===== src/rtl/fetch_sequencer.sv =====
// Single-outstanding instruction fetch: issues to the I-cache, consults the predictor and
// hands {ins, pc, jump} to the dispatcher. Optional macro FETCH_JALR_STALL_EN stalls after JALR.
module fetch_sequencer #(
    parameter int unsigned       ADDR_W   = 32,
    parameter int unsigned       INS_W    = 32,
    parameter logic [ADDR_W-1:0] RESET_PC = '0
) (
    input  logic              clk,
    input  logic              rst,
    input  logic              rdy,
    output logic              icache_req,
    output logic [ADDR_W-1:0] icache_addr,
    input  logic              icache_valid,
    input  logic [INS_W-1:0]  icache_ins,
    output logic [ADDR_W-1:0] pred_pc_cur,
    output logic [INS_W-1:0]  pred_ins_cur,
    input  logic [ADDR_W-1:0] pred_pc_next,
    input  logic              pred_jump,
    input  logic              iq_full,
    output logic              out_valid,
    output logic [INS_W-1:0]  out_ins,
    output logic [ADDR_W-1:0] out_pc,
    output logic              out_pred_jump,
    input  logic              rob_flush,
    input  logic [ADDR_W-1:0] rob_flush_pc
);

    typedef enum logic [2:0] {StIdle, StFetch, StHold, StDrain, StWaitJalr} state_e;

    state_e            state_q, state_d;
    logic [ADDR_W-1:0] pc_q, pc_d;
    logic [ADDR_W-1:0] stale_addr_q, stale_addr_d;
    logic [INS_W-1:0]  hold_ins_q, hold_ins_d;
    logic [ADDR_W-1:0] hold_next_pc_q, hold_next_pc_d;
    logic              hold_jump_q, hold_jump_d;
    logic              jalr_live, jalr_held;

`ifdef FETCH_JALR_STALL_EN
    assign jalr_live = (icache_ins[6:0] == 7'b1100111);
    assign jalr_held = (hold_ins_q[6:0] == 7'b1100111);
`else
    assign jalr_live = 1'b0;
    assign jalr_held = 1'b0;
`endif

    always_comb begin
        state_d        = state_q;
        pc_d           = pc_q;
        stale_addr_d   = stale_addr_q;
        hold_ins_d     = hold_ins_q;
        hold_next_pc_d = hold_next_pc_q;
        hold_jump_d    = hold_jump_q;

        icache_req    = (state_q == StFetch) || (state_q == StDrain);
        icache_addr   = (state_q == StDrain) ? stale_addr_q : pc_q;
        pred_pc_cur   = pc_q;
        pred_ins_cur  = (state_q == StHold) ? hold_ins_q : icache_ins;
        out_valid     = 1'b0;
        out_ins       = '0;
        out_pc        = '0;
        out_pred_jump = 1'b0;

        case (state_q)
            StIdle: state_d = StFetch;
            StFetch: begin
                if (icache_valid) begin
                    out_ins       = icache_ins;
                    out_pc        = pc_q;
                    out_pred_jump = pred_jump;
                    out_valid     = !iq_full;
                    if (!iq_full) begin
                        pc_d    = pred_pc_next;
                        state_d = jalr_live ? StWaitJalr : StFetch;
                    end else begin
                        hold_ins_d     = icache_ins;
                        hold_next_pc_d = pred_pc_next;
                        hold_jump_d    = pred_jump;
                        state_d        = StHold;
                    end
                end
            end
            StHold: begin
                out_ins       = hold_ins_q;
                out_pc        = pc_q;
                out_pred_jump = hold_jump_q;
                out_valid     = !iq_full;
                if (!iq_full) begin
                    pc_d    = hold_next_pc_q;
                    state_d = jalr_held ? StWaitJalr : StIdle;
                end
            end
            StDrain: begin
                if (icache_valid) state_d = StIdle;
            end
            StWaitJalr: state_d = StWaitJalr;
            default: state_d = StIdle;
        endcase

        // Redirect wins over everything else this cycle.
        if (rob_flush) begin
            out_valid      = 1'b0;
            pc_d           = rob_flush_pc;
            hold_ins_d     = '0;
            hold_next_pc_d = '0;
            hold_jump_d    = 1'b0;
            if (state_q == StFetch) begin
                stale_addr_d = pc_q;
                state_d      = icache_valid ? StIdle : StDrain;
            end else if (state_q == StDrain) begin
                // A response landing with the flush still retires the stale request.
                state_d = icache_valid ? StIdle : StDrain;
            end else begin
                state_d = StIdle;
            end
        end

        if (!rdy) out_valid = 1'b0;
    end

    always_ff @(posedge clk) begin
        if (rst) begin
            state_q        <= StIdle;
            pc_q           <= RESET_PC;
            stale_addr_q   <= '0;
            hold_ins_q     <= '0;
            hold_next_pc_q <= '0;
            hold_jump_q    <= 1'b0;
        end else if (rdy) begin
            state_q        <= state_d;
            pc_q           <= pc_d;
            stale_addr_q   <= stale_addr_d;
            hold_ins_q     <= hold_ins_d;
            hold_next_pc_q <= hold_next_pc_d;
            hold_jump_q    <= hold_jump_d;
        end
    end

endmodule


===== config.mk =====
export PLATFORM = sky130hd
export DESIGN_NAME = fetch_sequencer
export DESIGN_NICKNAME = d
export VERILOG_FILES = /design/src/rtl/fetch_sequencer.sv
export SDC_FILE = /design/constraint.sdc
export NUM_CORES = 1
export LEC_CHECK = 0
export ABC_AREA = 1
export BUFFER_PORTS_ARGS = -buffer_cell sky130_fd_sc_hd__buf_2
export CAP_MARGIN = 20
export CORE_MARGIN = 2
export CORE_UTILIZATION = 54
export DETAILED_ROUTE_END_ITERATION = 8
export PLACE_DENSITY_LB_ADDON = 0.1
export RECOVER_POWER = 50
export SLEW_MARGIN = 20
export SYNTH_ARGS = -nofsm -noshare
export SYNTH_HDL_FRONTEND = slang
export SYNTH_SLANG_ARGS = --single-unit

===== constraint.sdc =====
create_clock -name clk -period 3.3 [get_ports clk]
set_input_delay 0.495 -clock clk [delete_from_list [all_inputs] [get_ports clk]]
set_output_delay 0.495 -clock clk [all_outputs]
set_load 0.05 [all_outputs]

# Yosys cells after proc, flatten, opt, wreduce, memory -nomap -nowiden
# Cells that the tools add are included.
[classes]
eq_ne = 8
mux = 38
reduce_logical = 11
[op_table]
columns = ["cell", "count"]
rows = [
  ["$mux W32", 16],
  ["$pmux W32 S2", 3],
  ["$pmux W3 S5", 1],
  ["$mux W3", 4],
  ["$ne A3 B3 Y1 const B", 4],
  ["$mux W1", 8],
  ["$mux W2", 4],
  ["$reduce_and A4 Y1", 2],
  ["$eq A3 B2 Y1 const B", 2],
  ["$reduce_bool A2 Y1", 3],
  ["$reduce_and A5 Y1", 1],
  ["$pmux W1 S2", 2],
  ["$eq A3 B1 Y1 const B", 1],
  ["$eq A3 B3 Y1 const B", 1],
  ["$logic_not A3 Y1", 1],
  ["$reduce_and A3 Y1", 1],
  ["$reduce_bool A3 Y1", 1],
  ["$logic_not A1 Y1", 1],
  ["$logic_or A1 B1 Y1", 1],
]
[totals]
register_bits = 132
in_bits = 103
output_inout_bits = 163
wordCells = 63

# Depth between registers and ports, before layout
# Gate-level depths: netlist (run 1).
[depth]
word_depth = 5
mapped_depth = 10
ltp_nobuf = 9

# Worst setup path before layout (run 1)
# Ideal clock, no wire load.
[synth_path]
path_kind = "flip-flop to output port"
from = "register state_q[1]"
to = "output port out_valid"
t_arrival_ps = 2338
required_ps = 2805
setup_slack_ps = 467
stages_incl_launch_ff = 7
path_buffers = 1
cell_sequence = "dfxtp_1 -> buf_2 -> inv_2 -> nand3_2 -> nor2_1 -> nor2_1 -> nor4_1"
[synth_between]
elab_chain_cells = 4
word_cells_on_any_way = 5
cone_classes = "2 x eq/ne; 3 x mux"
[synth_rtl]
columns = ["element", "line_no", "rtl"]
rows = [
  ["from (decl)", "30", "state_e state_q, state_d;"],
  ["from (signal assigned)", "122", "state_q <= StIdle;"],
  ["from (signal assigned)", "129", "state_q <= state_d;"],
  ["$eq A3 B2 Y1 or $eq A3 B1 Y1 (tied branches)", "63", "case (state_q)"],
  ["$pmux W1 S2 *", "63", ""],
  ["$mux W1 *", "100", "if (rob_flush) begin"],
  ["$mux W1 *", "117", "if (!rdy) out_valid = 1'b0;"],
  ["to (decl)", "20", "output logic out_valid,"],
]
# Mark *: on every way between the ends. The rest lies on a longest branch, timed or not.

# Final worst setup path (run 1)
[layout_path]
from = "register state_q[0]"
to = "output port out_ins[0]"
[layout_between]
elab_chain_cells = 2
word_cells_on_any_way = 3
cone_classes = "2 x eq/ne; 1 x mux"
[layout_rtl]
columns = ["element", "line_no", "rtl"]
rows = [
  ["$eq A3 B2 Y1 or $eq A3 B1 Y1 (tied branches)", "63", ""],
  ["$pmux W32 S2 *", "63", ""],
  ["to (decl)", "21", "output logic [INS_W-1:0] out_ins,"],
]
# Marked as above.

==> results of run 1 <==
[worst min-delay path: cells and delay by family]
| kind | cells | cell delay (ns) |
|---|---|---|
| buf+inv | 1 | 0.10 |
| simple gates | 4 | 0.18 |
[cell usage in the layout (no fill, tap or decap), types with 3 or more instances in the layout]
cell,instances
clkbuf_16,17
clkinvlp_4,3
o21ai_0,157
o21ai_1,4
clkbuf_2,5
bufinv_16,3
buf_4,9
nand2_1,368
nor2_4,4
buf_2,232
nand3_1,68
clkbuf_1,37
dfxtp_1,132
clkinv_2,3
a21oi_1,34
nor2_1,235
inv_1,73
[flip-flops by register name (all words and copies together), names as in the netlist]
signal and flops:
stale_addr_q 32, hold_ins_q 32, hold_next_pc_q 32, hold_jump_q 1, pred_pc_cur 32, state_q 3
[cell families (layout without fill, tap and decap cells)]
group,Yosys count,count (layout),share of synthesized area [%]
other,0,1,0
buffers and inverters,160,389,9.941
AO/OA/AOI/OAI,197,197,14.13
flip-flops,132,132,37.63
AND/OR/NAND/NOR,681,681,38.30
[layout make-up]
class                           count  area, um2
Timing Repair Buffer              281       1418
Antenna cell                        1      2.502
Multi-Input combinational cell    878       3681
Inverter                           76      289.0
Clock inverter                      9      127.6
Sequential cell                   132       2643
Tap cell                          172      215.2
Fill cell                        1220       3827
Clock buffer                       23      467.9
[routing by layer]
layer  routed length [um]  vias up  global-route usage, %
li1                     -     4088                      -
met5                    0        -                      0
met3                 1366       33                  6.250
met1                 9201     3502                  39.01
met2                 8818      273                  42.22
met4                  405        0                  9.940
[through the flow]
stage | cell area (um2) | hold slack [ns] | setup WS [ns]
CTS | 8911 | 0.3875 | 0.4562
floorplan | 7023 | 0.4554 | 0.4668
finish | 8843 | 0.4034 | 0.5198
detailed placement | 8315 | 0.4706 | 0.8738
global route | 8841 | 0.4070 | 0.1680
global placement | 8315 | 0.4621 | 0.9526
[path summary, 6_finish.rpt]
check / cells past startpoint / from / end
worst min register to register: 2 / hold_ins_q[29]$_SDFFE_PP0P_ / hold_ins_q[29]$_SDFFE_PP0P_
worst min-delay path: 5 / pred_pc_next[19] / hold_next_pc_q[19]$_SDFFE_PP0P_
worst max-delay path: 5 / state_q[0]$_SDFFE_PP0P_ / out_ins[0]
worst max register to register: 10 / state_q[1]$_SDFFE_PP0P_ / pred_pc_cur[26]$_SDFFE_PP0P_
[power groups by stage]
| stage | combinational [mW] | clock [mW] | sequential (mW) |
|---|---|---|---|
| finish | 1.36 | 1.89 | 1.78 |
| global route | 1.48 | 1.99 | 1.80 |
| detailed placement | 1.37 | 0 | 1.82 |
| floorplan | 0.915 | 0 | 1.94 |
| CTS | 1.37 | 1.92 | 1.78 |
| global placement | 1.36 | 0 | 1.81 |
==> summary.txt, run 1 <==
Logic synthesis
  • Post-synth EDFFs: 0
  • Synth Warn #: 0
  • Area contributors post-synth: dfxtp_1, nand2_1, nor2_1
  • Syn Std Cell Area: 7023 um2
  • Post-Syn Instances: 1170
  • Synth top area share: 37.63%
  • Post-Syn Area per Cell: 6.003 um2
  • FFs w/ async S/R, synth: 0%
  • Top post-synthesis cells by count: nand2_1, nor2_1, o21ai_0, dfxtp_1, inv_1
  • Sequential area share after synthesis: 37.63%
  • Top FF cell, synth: dfxtp_1
  • Yosys cell types: 22
  • Most common cell in the netlist: nand2_1
  • Syn nets: 1273
  • Synth Register Bits: 132
  • Yosys top cell by area: dfxtp_1

Power and ir drop
  • Clock power frac: between 30 and 40%
  • Cell Pwr Density: between 500 and 600 nW/um2
  • Total power: 5.043 mW
  • Sequential power share: 35.4%
  • Peak VDD IR: between 0.2 and 0.3 mV
  • Switching portion of total power: 35.41%
  • Internal power: 3.257 mW
  • P_sw: 1.786 mW
  • Logic pwr share: 27.1%
  • P_leak: 4.416 nW

Route
  • DR vias: ~7900
  • Starting DRT DRC Count: 728
  • Pre-Repair DR Iteration Count: 5
  • Residual DRC: 0
  • WL per Instance: 12.59 um
  • Detail Route Antenna Nets: 0
  • Via density: approximately 5.0
  • Wirelength, routed: 19790 um

Clock network
  • Clock Sinks: approximately 130
  • Post-CTS Setup Repair Bufs: 0
  • Worst-path clk slew: 0.06 ns
  • CTS tree: built
  • Inserted Clock Buffers: 17
  • Root Buffer: clkbuf_16
  • Later-pin clock latency in the skew report: 0.41 ns
  • CTS hold repair buffers: 0
  • Worst-case clock buffer depth: 2
  • H-tree Lvls: 4
  • # resized after CTS: 0

GRT
  • Largest net degree at the start of global routing: 83
  • Number of global-route vias before repair: about 6700
  • Total GRT Usage: 27.91%
  • Grt total ovfl: 0
  • Initial antenna violation count: 1
  • First-pass GRT wire length: 31880 um

Floorplanning
  • Cell Rows: 41
  • DIE AREA: 13930 um2
  • # IOs: 266
  • Die H: 118.0 um
  • Starting density of the core: 55.43%
  • Die Width: ~120 um
  • Core Box Area: 12670 um2

Timing
  • Slew Limit Fails: 0
  • Final Setup Violations: 0
  • Clk_skew: about 0.0077 ns
  • Relative slew slack: between 10 and 15%
  • RSZ-0062 raised after global routing: false
  • Slew @ Worst Pin: roughly 1.3 ns
  • Fmax: 359.7 MHz
  • Setup TNS: 0 ns
  • Fin. Hold Viols: 0
  • Tcrit/Tclk final: 84.25%
  • Post-layout min period: approximately 2.8 ns

Final layout
  • Final Net Count: 1489
  • Fraction of layout cells with a size suffix above 1: 20.44%
  • Final core utilization: 69.79%
  • Layout area overhead: 25.92%
  • Final std cells w/o fill: 1572

Place
  • DP Wirelength: 13810 um
  • Port-buffer cells: 265
  • Inst Count DP: 1539
  • Routability cong.: 0.8484

Job
  • Max-cap viol count: 0

Worst setup path
  • Critical path type: reg2out
  • Crit Path Max Fanout: 32
  • Setup crit end kind: output pin
  • Worst-path cell chain: nand3_2 -> nor2_1 -> inv_1 -> o21ai_0 -> buf_2
  • Slowest CP cell: dfxtp_1
  • Family with the most delay on the worst path: buffers and inverters
  • Crit-path max cell delay: 0.43 ns
  • CP bufs+invs: 2
  • R2R Setup Slk: approximately 0.66 ns
  • Critical path arrival: between 2 and 2.5 ns
  • Crit start category: flip-flop
  • Crit path required time: around 2.8 ns

Run status
  • Run status: complete, no violations

Worst hold path
  • Worst hold path class: in2reg
Power figures use the tool's default switching activity.
==> run 2, diff against run 1 <==
- CORE_UTILIZATION: 54 -> 45
- clock period: 3.3 -> 2.2 ns (I/O delays scaled with it)
==> summary.txt, run 2 (synthesized netlist as in run 1, its figures left out) <==
Place
  • Pre-CTS setup slack: 0.1309 ns (-0.7429 ns)
  • Port-buffer cells: 265 (unchanged)
  • DP Wirelength: 14550 um (+5.4%)
  • Routability cong.: 0.8514 (+0.35%)
  • Area of placed instances: 8477 um2 (+1.9%)

Timing
  • Final worst-path setup slack: 0.005725 ns (-0.5140 ns)
  • Tcrit/Tclk final: 99.74%
  • Relative slew slack: 37.18% (+27 points)
  • RSZ-0062 raised after global routing: true
  • Clk_skew: 0.006464 ns (-0.001193 ns)
  • Setup TNS: 0 ns (unchanged)
  • Fmax: roughly 460 MHz
  • Slew Limit Fails: 0 (unchanged)
  • Post-layout min period: approximately 2.2 ns
  • Slew @ Worst Pin: 0.9423 ns (-0.4039 ns)
  • Fin. Hold Viols: 0 (unchanged)
  • Final Setup Violations: 0 (unchanged)

Worst setup path
  • Crit-path max cell delay: 0.36 ns (-0.07 ns)
  • Crit start category: flip-flop
  • Worst-path cell chain: inv_2 -> nand3_4 -> nor2_4 -> inv_1 -> buf_8 -> o21ai_0 -> buf_4
  • Setup crit end kind: output pin
  • Slowest CP cell: dfxtp_1
  • Crit Path Max Fanout: 32 (unchanged)
  • Worst path depth: 7 (+2)
  • Critical path type: reg2out
  • Critical path arrival: 1.86 ns (-0.43 ns)
  • Family with the most delay on the worst path: buffers and inverters
  • CP bufs+invs: 4 (+2)
  • Crit path required time: 1.87 ns (-0.93 ns)
  • Worst reg2reg path depth: 9 (-1)

Floorplanning
  • Starting density of the core: 46.20% (-9.2 points)
  • Core Box Area: 15200 um2 (+20%)
  • DIE AREA: 16620 um2 (+19%)
  • Cell Rows: 45 (+9.8%)
  • Die Width: 128.9 um (+9.2%)
  • # IOs: 266 (unchanged)
  • Die H: 128.9 um (+9.2%)

Power and ir drop
  • Sequential power share: 34.8% (-0.6 points)
  • P_sw: 2.749 mW (+54%)
  • Cell Pwr Density: 825.3 nW/um2 (+45%)
  • Clock power frac: 36.5% (-1.1 points)
  • Internal power: 4.948 mW (+52%)
  • Logic pwr share: 28.7% (+1.6 points)
  • P_leak: 4.541 nW (+2.8%)
  • Switching portion of total power: 35.72% (+0.30 points)
  • Peak VDD IR: 0.6374 mV (+140%)

Final layout
  • Final Net Count: 1496 (+0.47%)
  • Highest-count cells in the layout ignoring fill and taps: nand2_1, nor2_1, buf_2, dfxtp_1, o21ai_1
  • Layout fillers: 1581 (+30%)
  • Fraction of layout cells with a size suffix above 1: 21.71% (+1.3 points)
  • Final Cell Area: 9326 um2 (+5.5%)
  • Commonest non-fill, non-tap cell in the layout: nand2_1
  • Layout area overhead: 32.80%
  • Final core utilization: 61.35% (-8.4 points)

GRT
  • First-pass GRT wire length: 32850 um (+3.0%)
  • Total GRT Usage: 24.75% (-3.2 points)
  • Largest net degree at the start of global routing: 92 (+11%)
  • Grt met1 use: 35.44% (-3.6 points)
  • Grt met3 use: 4.906% (-1.3 points)
  • Grt total ovfl: 0 (unchanged)
  • Initial antenna violation count: 1 (unchanged)
  • Number of global-route vias before repair: 6685 (-0.16%)
  • Gr busiest metal: met2
  • GR Layer Usage met2: 37.54% (-4.7 points)

Run status
  • Run status: complete, no violations

Job
  • Max-cap viol count: 0 (unchanged)

Clock network
  • Worst-path clk slew: 0.06 ns (about the same)
  • Root Buffer: clkbuf_16
  • Clock Sinks: 132 (unchanged)
  • CTS hold repair buffers: 0 (unchanged)
  • H-tree Lvls: 4 (unchanged)
  • Later-pin clock latency in the skew report: 0.42 ns (about the same)
  • CTS tree: built
  • Inserted Clock Buffers: 17 (unchanged)
  • Worst-case clock buffer depth: 2 (unchanged)

Route
  • Detail Route Antenna Nets: 0 (unchanged)
  • Via density: 4.926 (-1.9%)
  • Starting DRT DRC Count: 462 (-37%)
  • DR vias: 7852 (-0.56%)
  • Pre-Repair DR Iteration Count: 6 (+1)
  • Residual DRC: 0 (unchanged)
  • Wirelength, routed: 21400 um (+8.1%)
  • WL per Instance: 13.43 um (+6.7%)

Worst hold path
  • Worst hold path class: in2reg
  • Worst Hold Path Cells: 5 (unchanged)
-- run 2: changes by cell type in the layout (fill, tap and decap cells not counted), sizes merged --
cell	previous run	this run
clkbuf	61	82
clkinvlp	4	2
clkinv	3	4
bufinv	3	2
buf	243	230
-- run 2: worst register-to-register path, stage by stage (launching register included) --
cell and delay [ns]:
dfxtp_1 0.36, inv_2 0.12, nand2_2 0.10, nor2_1 0.23, a21oi_1 0.14, nor2_4 0.24, clkbuf_4 0.52, nand2_1 0.11
nand2_1 0.08, nor2_1 0.04
-- run 2: repair_timing --
item	in CTS	in global routing
resized for setup	52	80
setup buffers	2	0
pin swaps	2	1
cloned	0	2
endpoints found under the setup margin	84	100
-- run 2: area by class of cell --
type / instances / area [um2] / area share, %
diodes: 1 / 2.502 / 0.02683
multi-input cells: 878 / 3736 / 40.06
repair buffers: 288 / 1827 / 19.59
well taps: 188 / 235.2 / 2.522
inverters: 76 / 291.5 / 3.126
clock inverters: 7 / 97.59 / 1.046
flip-flops and latches: 132 / 2645 / 28.36
clock buffers: 24 / 491.7 / 5.272
-- run 2: final timing paths --
kind | startpoint | end | slack, ns
worst max-delay path | state_q[2]$_SDFFE_PP0P_ | out_ins[31] | 0.006
worst min-delay path | pred_pc_next[10] | hold_next_pc_q[10]$_SDFFE_PP0P_ | 0.23
worst max register to register | state_q[2]$_SDFFE_PP0P_ | hold_next_pc_q[2]$_SDFFE_PP0P_ | 0.16
worst min register to register | hold_next_pc_q[27]$_SDFFE_PP0P_ | hold_next_pc_q[27]$_SDFFE_PP0P_ | 0.48
-- run 2: through the flow --
step           hold slack, ns  power [mW]  cells
6_report               0.2324       7.697   1594
2_1_floorplan          0.4554       4.300   1170
3_5_place_dp           0.4717       4.852   1558
4_1_cts                0.2197       7.703   1591
3_3_place_gp           0.4615       4.838   1558
5_1_grt                0.2339       8.045   1594
-- run 2: per-layer routing --
metal  up-vias  share of wire, %
met3        25               5.8
met5         -                 0
li1       4110                 -
met2       255                44
met4         0               1.8
met1      3462                48
-- run 2: power by group through the flow --
stage | combinational [mW] | clock, mW | sequential (mW)
after CTS | 2.18 | 2.85 | 2.68
after global routing | 2.40 | 2.95 | 2.70
final | 2.21 | 2.81 | 2.68
after global placement | 2.12 | 0 | 2.72
after detailed placement | 2.13 | 0 | 2.73
after floorplan | 1.39 | 0 | 2.91
